## src/rtl/hpu_cmd_slot_tracker.sv

```systemverilog
// Per-cluster in-flight HPU command tracker: NUM_SLOTS slots per core, lowest-free allocation, free on response.
// Optional sticky protocol error flag is built only when HPU_CMD_TRACK_ERR_EN is defined.
module hpu_cmd_slot_tracker #(
    parameter  int NUM_CORES    = 8,
    parameter  int NUM_SLOTS    = 4,
    parameter  int CLUSTER_ID_W = 2,
    localparam int CORE_ID_W    = (NUM_CORES > 1) ? $clog2(NUM_CORES) : 1,
    localparam int SLOT_W       = $clog2(NUM_SLOTS)
) (
    input  logic                              clk_i,
    input  logic                              rst_i,
    input  logic [CLUSTER_ID_W-1:0]           cluster_id_i,
    input  logic [NUM_CORES-1:0]              alloc_valid_i,
    output logic [NUM_CORES-1:0]              alloc_ready_o,
    output logic [NUM_CORES*SLOT_W-1:0]       alloc_id_o,
    input  logic                              resp_valid_i,
    input  logic [CLUSTER_ID_W-1:0]           resp_cluster_i,
    input  logic [CORE_ID_W-1:0]              resp_core_i,
    input  logic [SLOT_W-1:0]                 resp_slot_i,
    output logic [NUM_CORES*NUM_SLOTS-1:0]    busy_o,
    output logic [NUM_CORES*(SLOT_W+1)-1:0]   outstanding_o,
    output logic                              done_valid_o,
    output logic [CORE_ID_W-1:0]              done_core_o,
    output logic [SLOT_W-1:0]                 done_slot_o,
    output logic                              idle_o,
    output logic                              err_o
);

    localparam int NB    = NUM_CORES * NUM_SLOTS;
    localparam int CNT_W = SLOT_W + 1;

    // Lowest-index zero bit; scanning downward lets the lowest free slot win.
    function automatic logic [SLOT_W-1:0] lowest_free(input logic [NUM_SLOTS-1:0] b);
        logic [SLOT_W-1:0] id;
        id = {SLOT_W{1'b0}};
        for (int i = NUM_SLOTS - 1; i >= 0; i--) begin
            id = b[i] ? id : i[SLOT_W-1:0];
        end
        return id;
    endfunction

    function automatic logic [CNT_W-1:0] popcount(input logic [NUM_SLOTS-1:0] b);
        logic [CNT_W-1:0] n;
        n = {CNT_W{1'b0}};
        for (int i = 0; i < NUM_SLOTS; i++) begin
            n = n + {{SLOT_W{1'b0}}, b[i]};
        end
        return n;
    endfunction

    logic [NB-1:0]              r_busy;
    logic [NUM_CORES*CNT_W-1:0] r_outstanding;
    logic                       r_idle;
    logic                       r_done_valid;
    logic [CORE_ID_W-1:0]       r_done_core;
    logic [SLOT_W-1:0]          r_done_slot;

    logic [NUM_CORES-1:0]        w_ready;
    logic [NUM_CORES*SLOT_W-1:0] w_alloc_id;
    logic [NUM_CORES-1:0]        w_fire;
    logic [NB-1:0]               w_set_vec;
    logic [NB-1:0]               w_sel;
    logic [NB-1:0]               w_free_vec;
    logic                        w_resp_own;
    logic                        w_free_hit;
    logic [NB-1:0]               w_busy_nxt;
    logic [NUM_CORES*CNT_W-1:0]  w_out_nxt;

    // Allocation view works on the pre-free busy set so a slot freed this cycle is not reissued yet.
    always_comb begin
        w_ready    = {NUM_CORES{1'b0}};
        w_alloc_id = {(NUM_CORES*SLOT_W){1'b0}};
        w_fire     = {NUM_CORES{1'b0}};
        w_set_vec  = {NB{1'b0}};
        for (int c = 0; c < NUM_CORES; c++) begin
            w_ready[c] = ~&r_busy[c*NUM_SLOTS +: NUM_SLOTS];
            w_alloc_id[c*SLOT_W +: SLOT_W] = lowest_free(r_busy[c*NUM_SLOTS +: NUM_SLOTS]);
            w_fire[c] = alloc_valid_i[c] & w_ready[c];
            for (int s = 0; s < NUM_SLOTS; s++) begin
                w_set_vec[c*NUM_SLOTS+s] = w_fire[c] &
                    (w_alloc_id[c*SLOT_W +: SLOT_W] == s[SLOT_W-1:0]);
            end
        end
    end

    // Response decode: one-hot slot select; out-of-range cores never match any slot.
    always_comb begin
        w_sel      = {NB{1'b0}};
        w_resp_own = resp_valid_i & (resp_cluster_i == cluster_id_i);
        for (int c = 0; c < NUM_CORES; c++) begin
            for (int s = 0; s < NUM_SLOTS; s++) begin
                w_sel[c*NUM_SLOTS+s] = (resp_core_i == c[CORE_ID_W-1:0]) &
                                       (resp_slot_i == s[SLOT_W-1:0]);
            end
        end
        w_free_vec = w_sel & r_busy & {NB{w_resp_own}};
        w_free_hit = |w_free_vec;
    end

    // Next busy set and per-core counts; set and clear bits are disjoint by construction.
    always_comb begin
        w_busy_nxt = (r_busy | w_set_vec) & ~w_free_vec;
        w_out_nxt  = {(NUM_CORES*CNT_W){1'b0}};
        for (int c = 0; c < NUM_CORES; c++) begin
            w_out_nxt[c*CNT_W +: CNT_W] = popcount(w_busy_nxt[c*NUM_SLOTS +: NUM_SLOTS]);
        end
    end

    // Tracker state and completion reporting.
    always_ff @(posedge clk_i) begin
        if (rst_i) begin
            r_busy        <= {NB{1'b0}};
            r_outstanding <= {(NUM_CORES*CNT_W){1'b0}};
            r_idle        <= 1'b1;
            r_done_valid  <= 1'b0;
            r_done_core   <= {CORE_ID_W{1'b0}};
            r_done_slot   <= {SLOT_W{1'b0}};
        end else begin
            r_busy        <= w_busy_nxt;
            r_outstanding <= w_out_nxt;
            r_idle        <= ~|w_busy_nxt;
            r_done_valid  <= w_free_hit;
            if (w_free_hit) begin
                r_done_core <= resp_core_i;
                r_done_slot <= resp_slot_i;
            end else begin
                r_done_core <= r_done_core;
                r_done_slot <= r_done_slot;
            end
        end
    end

`ifdef HPU_CMD_TRACK_ERR_EN
    logic r_err;
    logic w_err_evt;

    // Any own-cluster response that frees nothing is either a non-busy slot or a bad core index.
    assign w_err_evt = (w_resp_own & ~w_free_hit) | (|(alloc_valid_i & ~w_ready));

    // Sticky error flag, cleared only by reset.
    always_ff @(posedge clk_i) begin
        if (rst_i) begin
            r_err <= 1'b0;
        end else begin
            r_err <= r_err | w_err_evt;
        end
    end

    assign err_o = r_err;
`else
    assign err_o = 1'b0;
`endif

    assign alloc_ready_o = w_ready;
    assign alloc_id_o    = w_alloc_id;
    assign busy_o        = r_busy;
    assign outstanding_o = r_outstanding;
    assign idle_o        = r_idle;
    assign done_valid_o  = r_done_valid;
    assign done_core_o   = r_done_core;
    assign done_slot_o   = r_done_slot;

endmodule

```

## config.mk

```make
export PLATFORM = sky130hd
export DESIGN_NAME = hpu_cmd_slot_tracker
export DESIGN_NICKNAME = d
export VERILOG_FILES = /design/src/rtl/hpu_cmd_slot_tracker.sv
export SDC_FILE = /design/constraint.sdc
export NUM_CORES = 1
export LEC_CHECK = 0
export BUFFER_PORTS_ARGS = -buffer_cell sky130_fd_sc_hd__buf_2
export CAP_MARGIN = 20
export CORE_ASPECT_RATIO = 0.7
export CORE_MARGIN = 2
export CORE_UTILIZATION = 30
export CTS_BUF_LIST = sky130_fd_sc_hd__clkbuf_4 sky130_fd_sc_hd__clkbuf_8
export CTS_CLUSTER_DIAMETER = 100
export CTS_CLUSTER_SIZE = 25
export DETAILED_ROUTE_END_ITERATION = 10
export SLEW_MARGIN = 20
export SYNTH_ARGS = -nofsm -noshare
export SYNTH_HDL_FRONTEND = slang
export SYNTH_SLANG_ARGS = --single-unit
```

## constraint.sdc

```tcl
create_clock -name clk_i -period 4.45 [get_ports clk_i]
set_input_delay 0.6675 -clock clk_i [delete_from_list [all_inputs] [get_ports clk_i]]
set_output_delay 0.6675 -clock clk_i [all_outputs]
set_load 0.01 [all_outputs]
```

## Word-level counts from Yosys, hierarchy flattened

Index checks and enable logic that the tools add are counted.
Widths: inputs -> output; s select.

- Register bits after elaboration: 63
- Bits in latches: 0
- RAM bits: 0
- Bits in read-only memories: 0
- Bits of input ports: 20
- Output and inout port bits: 88
- Word-level logic and storage cells: 204
- Memories: 0

- Add/subtract/negate cells: 24
- $mul: 0
- Divide/modulo/power cells: 0
- Order comparisons: 0
- Eq/ne operators: 35
- Shift-type cells: 0
- Multiplexer cells: 32
- Bitwise logic cells: 78
- Reduce and logical (&&, ||, !) cells: 29

Operators by type and width:

| operator | number |
|---|---|
| $and 32x32->32 | 3 |
| $and 1x1->1 | 73 |
| $mux 2 | 32 |
| $reduce_or 32->1 | 2 |
| $eq 2x2->1 const B | 18 |
| $not 32->32 | 1 |
| $or 32x32->32 | 1 |
| $reduce_and 4->1 | 8 |
| $add 2x1->3 | 8 |
| $add 3x1->3 | 8 |
| $eq 2x1->1 const B | 9 |
| $logic_not 2->1 | 9 |
| $add 1x1->2 | 8 |
| $eq 3x3->1 const B | 4 |
| $logic_not 1->1 | 9 |
| $eq 3x2->1 const B | 2 |
| $eq 3x1->1 const B | 1 |
| $logic_not 3->1 | 1 |
| $eq 2x2->1 | 1 |

## Logic depth before layout (Yosys ltp)

Gate-level depths: netlist (run 1).

- Word-level depth: 11
- Depth in mapped cells: 12

## Worst setup path before layout (run 1)

Ideal clock, no wire load.

- Path type: input -> register
- From: input port cluster_id_i[1]
- To: register r_idle, in the netlist idle_o
- Arrival: 2817 ps
- Required time: 4354 ps
- Slack: 1537 ps
- Stages on the path: 11
- Path buffers: 1
- Path through: xnor2_1 nand3_2 or3_1 clkbuf_1 o22ai_1 ha_1 nand4_1 or3_1 nor4_1 nand4_1 o41ai_2

- Cells in the longest elaborated chain, start to end: 7

RTL lines:

| element | line | source |
|---|---|---|
| from (decl) | 12 | `input logic [CLUSTER_ID_W-1:0] cluster_id_i,` |
| $eq 2x2->1 | 89 | `w_resp_own = resp_valid_i & (resp_cluster_i == cluster_id_i);` |
| $and 1x1->1 | 89 |  |
| $and 32x32->32 | 96 | `w_free_vec = w_sel & r_busy & {NB{w_resp_own}};` |
| $not 32->32 | 102 | `w_busy_nxt = (r_busy \| w_set_vec) & ~w_free_vec;` |
| $and 32x32->32 | 102 |  |
| $reduce_or 32->1 | 121 | `r_idle <= ~\|w_busy_nxt;` |
| $logic_not 1->1 | 121 |  |
| to (signal assigned) | 121 |  |
| to (decl) | 53 | `logic r_idle;` |

No other way between the ends.
A chain may end at the register's enable or synchronous reset.

## Worst setup path after layout (run 1)

- From: input port cluster_id_i[0]
- To: register r_idle, in the netlist idle_o

Same word-level chain as after synthesis.

==> flow_summary.toml, run 1 <==
[run_status]
run_status = "completed"

[clock_tree]
cts_hold_buf = 0
cts_buffers = 9
cts_root_buf = "clkbuf_8"
cts_resized = 0
clk_latency_ns = 0.35
postCtsSetupRepairBufs = 0
cts_tree = "yes"
cts.sinks = 63
htreeDepth = 3
clockBufferDepth = 2
clkTransAtPathRegs_ns = 0.07

[timing]
final.min_clock_period_ns = 3.26
hold_viol = 0
tns_ns = 0
fmax_ghz = 0.306
rsz0062_at_grt = "no"
finalCritPeriodShare_pct = 73.3
setup_violations = 0
slew_violations = 0
maxSlewHeadroom_pct = 34.4
tightest_slew_ns = 0.984
clock_skew_ns = 0.00706

[detailed_routing]
wirelength_um = 10800
dr.pass1.iters = 5
drc_errors = 0
drt-initial-drc-count = 313
wl_per_cell_um = 16.8
viasPerCell = 5.23
vias = 3379
postRouteAntennaNets = 0

[die]
chipWidth_um = 135
std_cell_rows = 33
initial_core_util_pct = 30.8
fp.dieH_um = 95.6
io_pins = 108
die_area_um2 = 12900
core_area_um2 = 11700

[worst_setup_path]
cp_slowest_stage_delay_ns = 0.59
path_class = "primary input to flip-flop"
end_kind = "flip-flop"
startpoint = "cluster_id_i[0]"
cp_top_family = "simple AND/OR/NAND/NOR gates"
worstPathRequired_ns = 4.71
r2r-start = "busy_o[28]"
crit_cells = 11
crit_chain = "buf_2 > xnor2_1 > nand3_2 > or3_1 > o22ai_1 > ha_1 > nand4_1 > or3_1 > nor4_1 > nand4_1 > o41ai_2"
cp_slowest_cell = "or3_1"
path_max_fanout = 8
crit_buf_inv = 1
worst_setup_path_start_kind = "primary input"
ff2ff_path_depth = 8
crit_arrival_ns = 3.52

[hold_path]
hold_path_depth = 2
hold_start = "done_slot_o[1]"
hold_path_class = "flip-flop to flip-flop"

[global_routing]
gr-total-overflow = 0
grt_max_degree = 54
grt_pass1_wl_um = 16500
grt_pass1_vias = 3065
antenna_found_initial = 0
grt_usage_pct = 17.0

[synth]
ys_types = 51
yosysSeqAreaShare_pct = 35.1
async_reset_ff_share_pct = 0
synth.cell_area_um2 = 3600
yosysWarningCount = 0
synth_edf_count = 0
synth-seq-cells = 63
synth_area_per_cell_um2 = 9.02
synth_fp_nets = 451
synth_cells = 399
synthFlopType = "dfxtp_1"

[power_and_ir_drop]
cellLeakagePower_uw = 0.00208
ir_drop_mv = 0.166
finalPower_uw = 1310
powerDensity_nw_per_um2 = 301

[placement]
dp_hpwl_um = 7810
gp_congestion = 0.910
numPortBuffers = 106

[finish]
diodes = 0
n_fill_cell = 1237
area_growth_pct = 20.8
final_cell_mix = "buf_2 (106), dfxtp_1 (63), nor2_1 (31)"
drive_gt1_share_pct = 32.1
layout_commonest_cell = "buf_2"
multi_input_area_um2 = 2090
num-nets-final = 536
seqCellArea_um2 = 1260

[run]
max_cap_viol_count = 0
## Yosys cell counts (all sizes together), types with 4 or more instances
cell    count  area share, %
mux2        4            1.3
o22ai       9            1.6
nor2       31            3.2
inv        22            2.3
a31oi      16            2.8
mux2i       8            2.2
a31o       17            4.1
clkbuf     24            2.5
dfxtp      63             35
buf         8            1.9
nor2b      24            4.2
and2        8            1.4
nor3        4           0.83
ha         24            8.3
nand4      15            2.6
a21oi      23            3.5
a21boi      8            1.7
and3        5           0.90
nand2      29            3.0
a41oi       8            1.9
nand2b      8            1.4
fa          8            4.5
## layout make-up
| type | count | share of cell area [%] |
|---|---|---|
| Clock buffer | 12 | 3.66 |
| Clock inverter | 4 | 0.461 |
| Inverter | 22 | 1.90 |
| Multi-Input combinational cell | 282 | 48.2 |
| Sequential cell | 63 | 29.0 |
| Tap cell | 157 | 4.52 |
| Timing Repair Buffer | 106 | 12.2 |
## kinds of logic after synthesis
group	Yosys count	share of synthesized area, %
AO/OA/AOI/OAI	93	19.3
XOR/XNOR	2	0.487
adder cells (fa/ha/maj)	32	12.8
buffers and inverters	54	6.71
flip-flops	63	35.1
multiplexers	12	3.48
other	1	0.104
AND/OR/NAND/NOR	142	22.0
## final timing paths
check / end / slack (ns)
max: idle_o / 1.19
min: done_slot_o[1] / 0.47
max reg2reg: idle_o / 2.09
min reg2reg: done_slot_o[1] / 0.47
## routing by layer
metal	wire [um]	global-route usage [%]	vias up	part of all wire, %
met3	1200	5.79	15	11
met4	153	5.18	0	1.4
met2	4410	24.2	171	41
met5	0	0	-	0
met1	5070	23.9	1600	47
li1	-	-	1593	-
## power by group
| group | switching (uW) | internal [uW] |
|---|---|---|
| clock | 222 | 235 |
| sequential | 33.2 | 593 |
| combinational | 132 | 94.0 |
| total | 387 | 922 |
## flip-flops by register name, summed over array words and instances (netlist names)
register,count
done_core_o,3
idle_o,1
busy_o,32
outstanding_o,24
done_slot_o,2
done_valid_o,1
## per-stage QoR
stage / utilization (%) / instance area (um^2) / hold slack [ns] / worst slack, ns / std cells
after global routing: 37.2 / 4340 / 0.499 / 1.10 / 646
after detailed placement: 35.6 / 4170 / 0.460 / 0.939 / 630
after floorplan: - / 3600 / 0.482 / 1.54 / 399
final: 37.2 / 4340 / 0.472 / 1.19 / 646
after CTS: 37.2 / 4340 / 0.477 / 1.31 / 646
after global placement: 35.6 / 4170 / 0.459 / 0.960 / 630
## worst reg2reg max path: stages, from the launching register on
cell and delay, ns:
dfxtp_1 0.48, nand2_1 0.08, o22ai_1 0.40, ha_1 0.24, nand4_1 0.17, or3_1 0.38
nor4_1 0.17, nand4_1 0.14, o41ai_2 0.21
Note: power is estimated with default switching activity, not from simulation.
==> run 2: changes to the inputs <==
ABC_AREA = 1   (was default)
clock period = 3.3 ns   (was 4.45 ns; I/O delays follow)
==> run 2 against run 1 <==
Global-route usage rose by 0.23 points. Via count rose by 7.7%. Non-clock buffer count is 3 higher. Area after synthesis grew 2.1%. Count of clock-buffer cells in the layout shrank 2. Clock skew shrank 0.0012 ns. Routed wire length shrank 0.86%. Power rose by 49%. Worst setup slack got worse by 0.33 ns. Utilization grew 1.7 points. Largest power group is now clock.
==> flow_summary.toml, run 2 <==
[clock_tree]
cts_root_buf = "clkbuf_8"
cts_hold_buf = 0
cts.sinks = 63
cts_tree = "yes"
htreeDepth = 3
clockBufferDepth = 2
cts_buffers = 9
clk_latency_ns = 0.35
clkTransAtPathRegs_ns = 0.07
cts_resized = 0
postCtsSetupRepairBufs = 0

[power_and_ir_drop]
ir_drop_mv = 0.253
cellLeakagePower_uw = 0.00251
powerDensity_nw_per_um2 = 424

[timing]
setup_violations = 0
tightest_slew_ns = 0.538
hold_viol = 0
final.min_clock_period_ns = 2.44
tns_ns = 0
slew_violations = 0
fmax_ghz = 0.410
maxSlewHeadroom_pct = 63.7
clock_skew_ns = 0.00585
rsz0062_at_grt = "no"
finalCritPeriodShare_pct = 73.9
holdWs_ns = 0.453

[placement]
dp_hpwl_um = 8500
gp_congestion = 0.897
post_dp_cell_area_um2 = 4350
numPortBuffers = 106

[global_routing]
grt_pass1_vias = 3373
grt_max_degree = 50
grt_use_met1_pct = 24.4
use_met3_pct = 4.38
antenna_found_initial = 0
grt_pass1_wl_um = 17100
gr-total-overflow = 0
use_met2_pct = 26.0
grt_usage_pct = 17.2
grt_busiest_layer = "met2"

[detailed_routing]
viasPerCell = 4.45
wirelength_um = 10700
postRouteAntennaNets = 0
wl_per_cell_um = 13.1
vias = 3639
drc_errors = 0
dr.pass1.iters = 5
drt-initial-drc-count = 237

[synth]
ys_types = 25
synth-seq-cells = 63
synth.cell_area_um2 = 3670
yosysWarningCount = 0
synth_area_per_cell_um2 = 6.66
synth_largest_area_cell = "dfxtp_1"
synth_cells = 551
yosysSeqAreaShare_pct = 34.4
synth_fp_nets = 603
synthFlopType = "dfxtp_1"
async_reset_ff_share_pct = 0
synth_edf_count = 0
synth_most_common_cell = "nor2_1"
synth.top_cells.by_count = "nor2_1 (120), nand2_1 (117), inv_1 (95)"
synth_top_area_share_pct = 34.4
ys_top_cells_by_area = "dfxtp_1 (34%), nor2_1 (12%), nand2_1 (12%)"

[worst_setup_path]
path_max_fanout = 17
r2r-start = "busy_o[20]"
path_class = "primary input to flip-flop"
startpoint = "resp_slot_i[1]"
crit_arrival_ns = 2.68
end_kind = "flip-flop"
worstPathRequired_ns = 3.54
worst_setup_path_start_kind = "primary input"

[finish]
final_cell_mix = "nor2_1 (119), nand2_1 (117), buf_2 (106)"
largest_reg_flops = 32
area_growth_pct = 25.2
diodes = 0
layout_commonest_cell = "nor2_1"
num-nets-final = 708
drive_gt1_share_pct = 20.6
fin_util_pct = 38.9
n_fill_cell = 1303
design_area_um2 = 4600

[die]
io_pins = 108
chipWidth_um = 136
fp.dieH_um = 96.6
initial_core_util_pct = 31.1
core_area_um2 = 11800
die_area_um2 = 13200
std_cell_rows = 33

[run]
max_cap_viol_count = 0

[hold_path]
hold_path_class = "flip-flop to flip-flop"
hold_start = "done_core_o[2]"

[run_status]
run_status = "completed"
[run 2: changes by cell type after synthesis, sizes merged, moves of 24 or more]
cell and change:
inv +75, nand2 +91, nand3 +31, nor2 +93, nor2b -24, o21ai +34
[run 2: layout make-up]
cell class	count	area (um^2)	share of cell area, %
tap	157	196	4.27
multi-input combinational	376	1960	42.7
clock inverter	6	108	2.34
clock buffer	10	138	2.99
inverter	97	364	7.92
timing repair buffer	109	566	12.3
sequential	63	1260	27.4
[run 2: final timing paths]
path	slack, ns	depth (start not counted)	end
max	0.86	12	outstanding_o[7]
min	0.45	2	done_core_o[2]
max reg2reg	1.05	11	outstanding_o[16]
min reg2reg	0.45	2	done_core_o[2]
[run 2: where the power goes]
| group | internal (uW) | switching (uW) |
|---|---|---|
| registers | 799 | 29.3 |
| clock network | 519 | 310 |
| logic | 107 | 182 |
[run 2: cell families (layout without fill, tap and decap cells)]
family | Yosys count | count (layout) | synth area share, %
AND/OR/NAND/NOR | 283 | 283 | 31.6
other | 1 | 1 | 0.102
adder cells (fa/ha/maj) | 32 | 32 | 12.5
buffers and inverters | 112 | 222 | 12.2
AO/OA/AOI/OAI | 60 | 60 | 9.20
flip-flops | 63 | 63 | 34.4
[run 2: critical path, stage by stage]
cell and delay, ns:
buf_2 0.33, nand2_1 0.09, inv_1 0.19, nand2_1 0.07, nor2_1 0.29, a21o_1 0.25, fa_1 0.44, inv_1 0.07
ha_1 0.14, ha_1 0.22, inv_1 0.06, nor2_1 0.04
[run 2: per-stage QoR]
step	total power [uW]	worst slack, ns	instances
after CTS	1980	0.884	818
after global placement	1130	0.525	802
after global routing	2060	0.716	818
after floorplan	1020	0.834	551
final	1950	0.860	818
after detailed placement	1140	0.511	802
[run 2: layer usage]
| metal | wire (um) | up-vias |
|---|---|---|
| met5 | 0 | - |
| li1 | - | 1892 |
| met2 | 4510 | 91 |
| met4 | 90 | 0 |
| met1 | 5540 | 1648 |
| met3 | 603 | 8 |
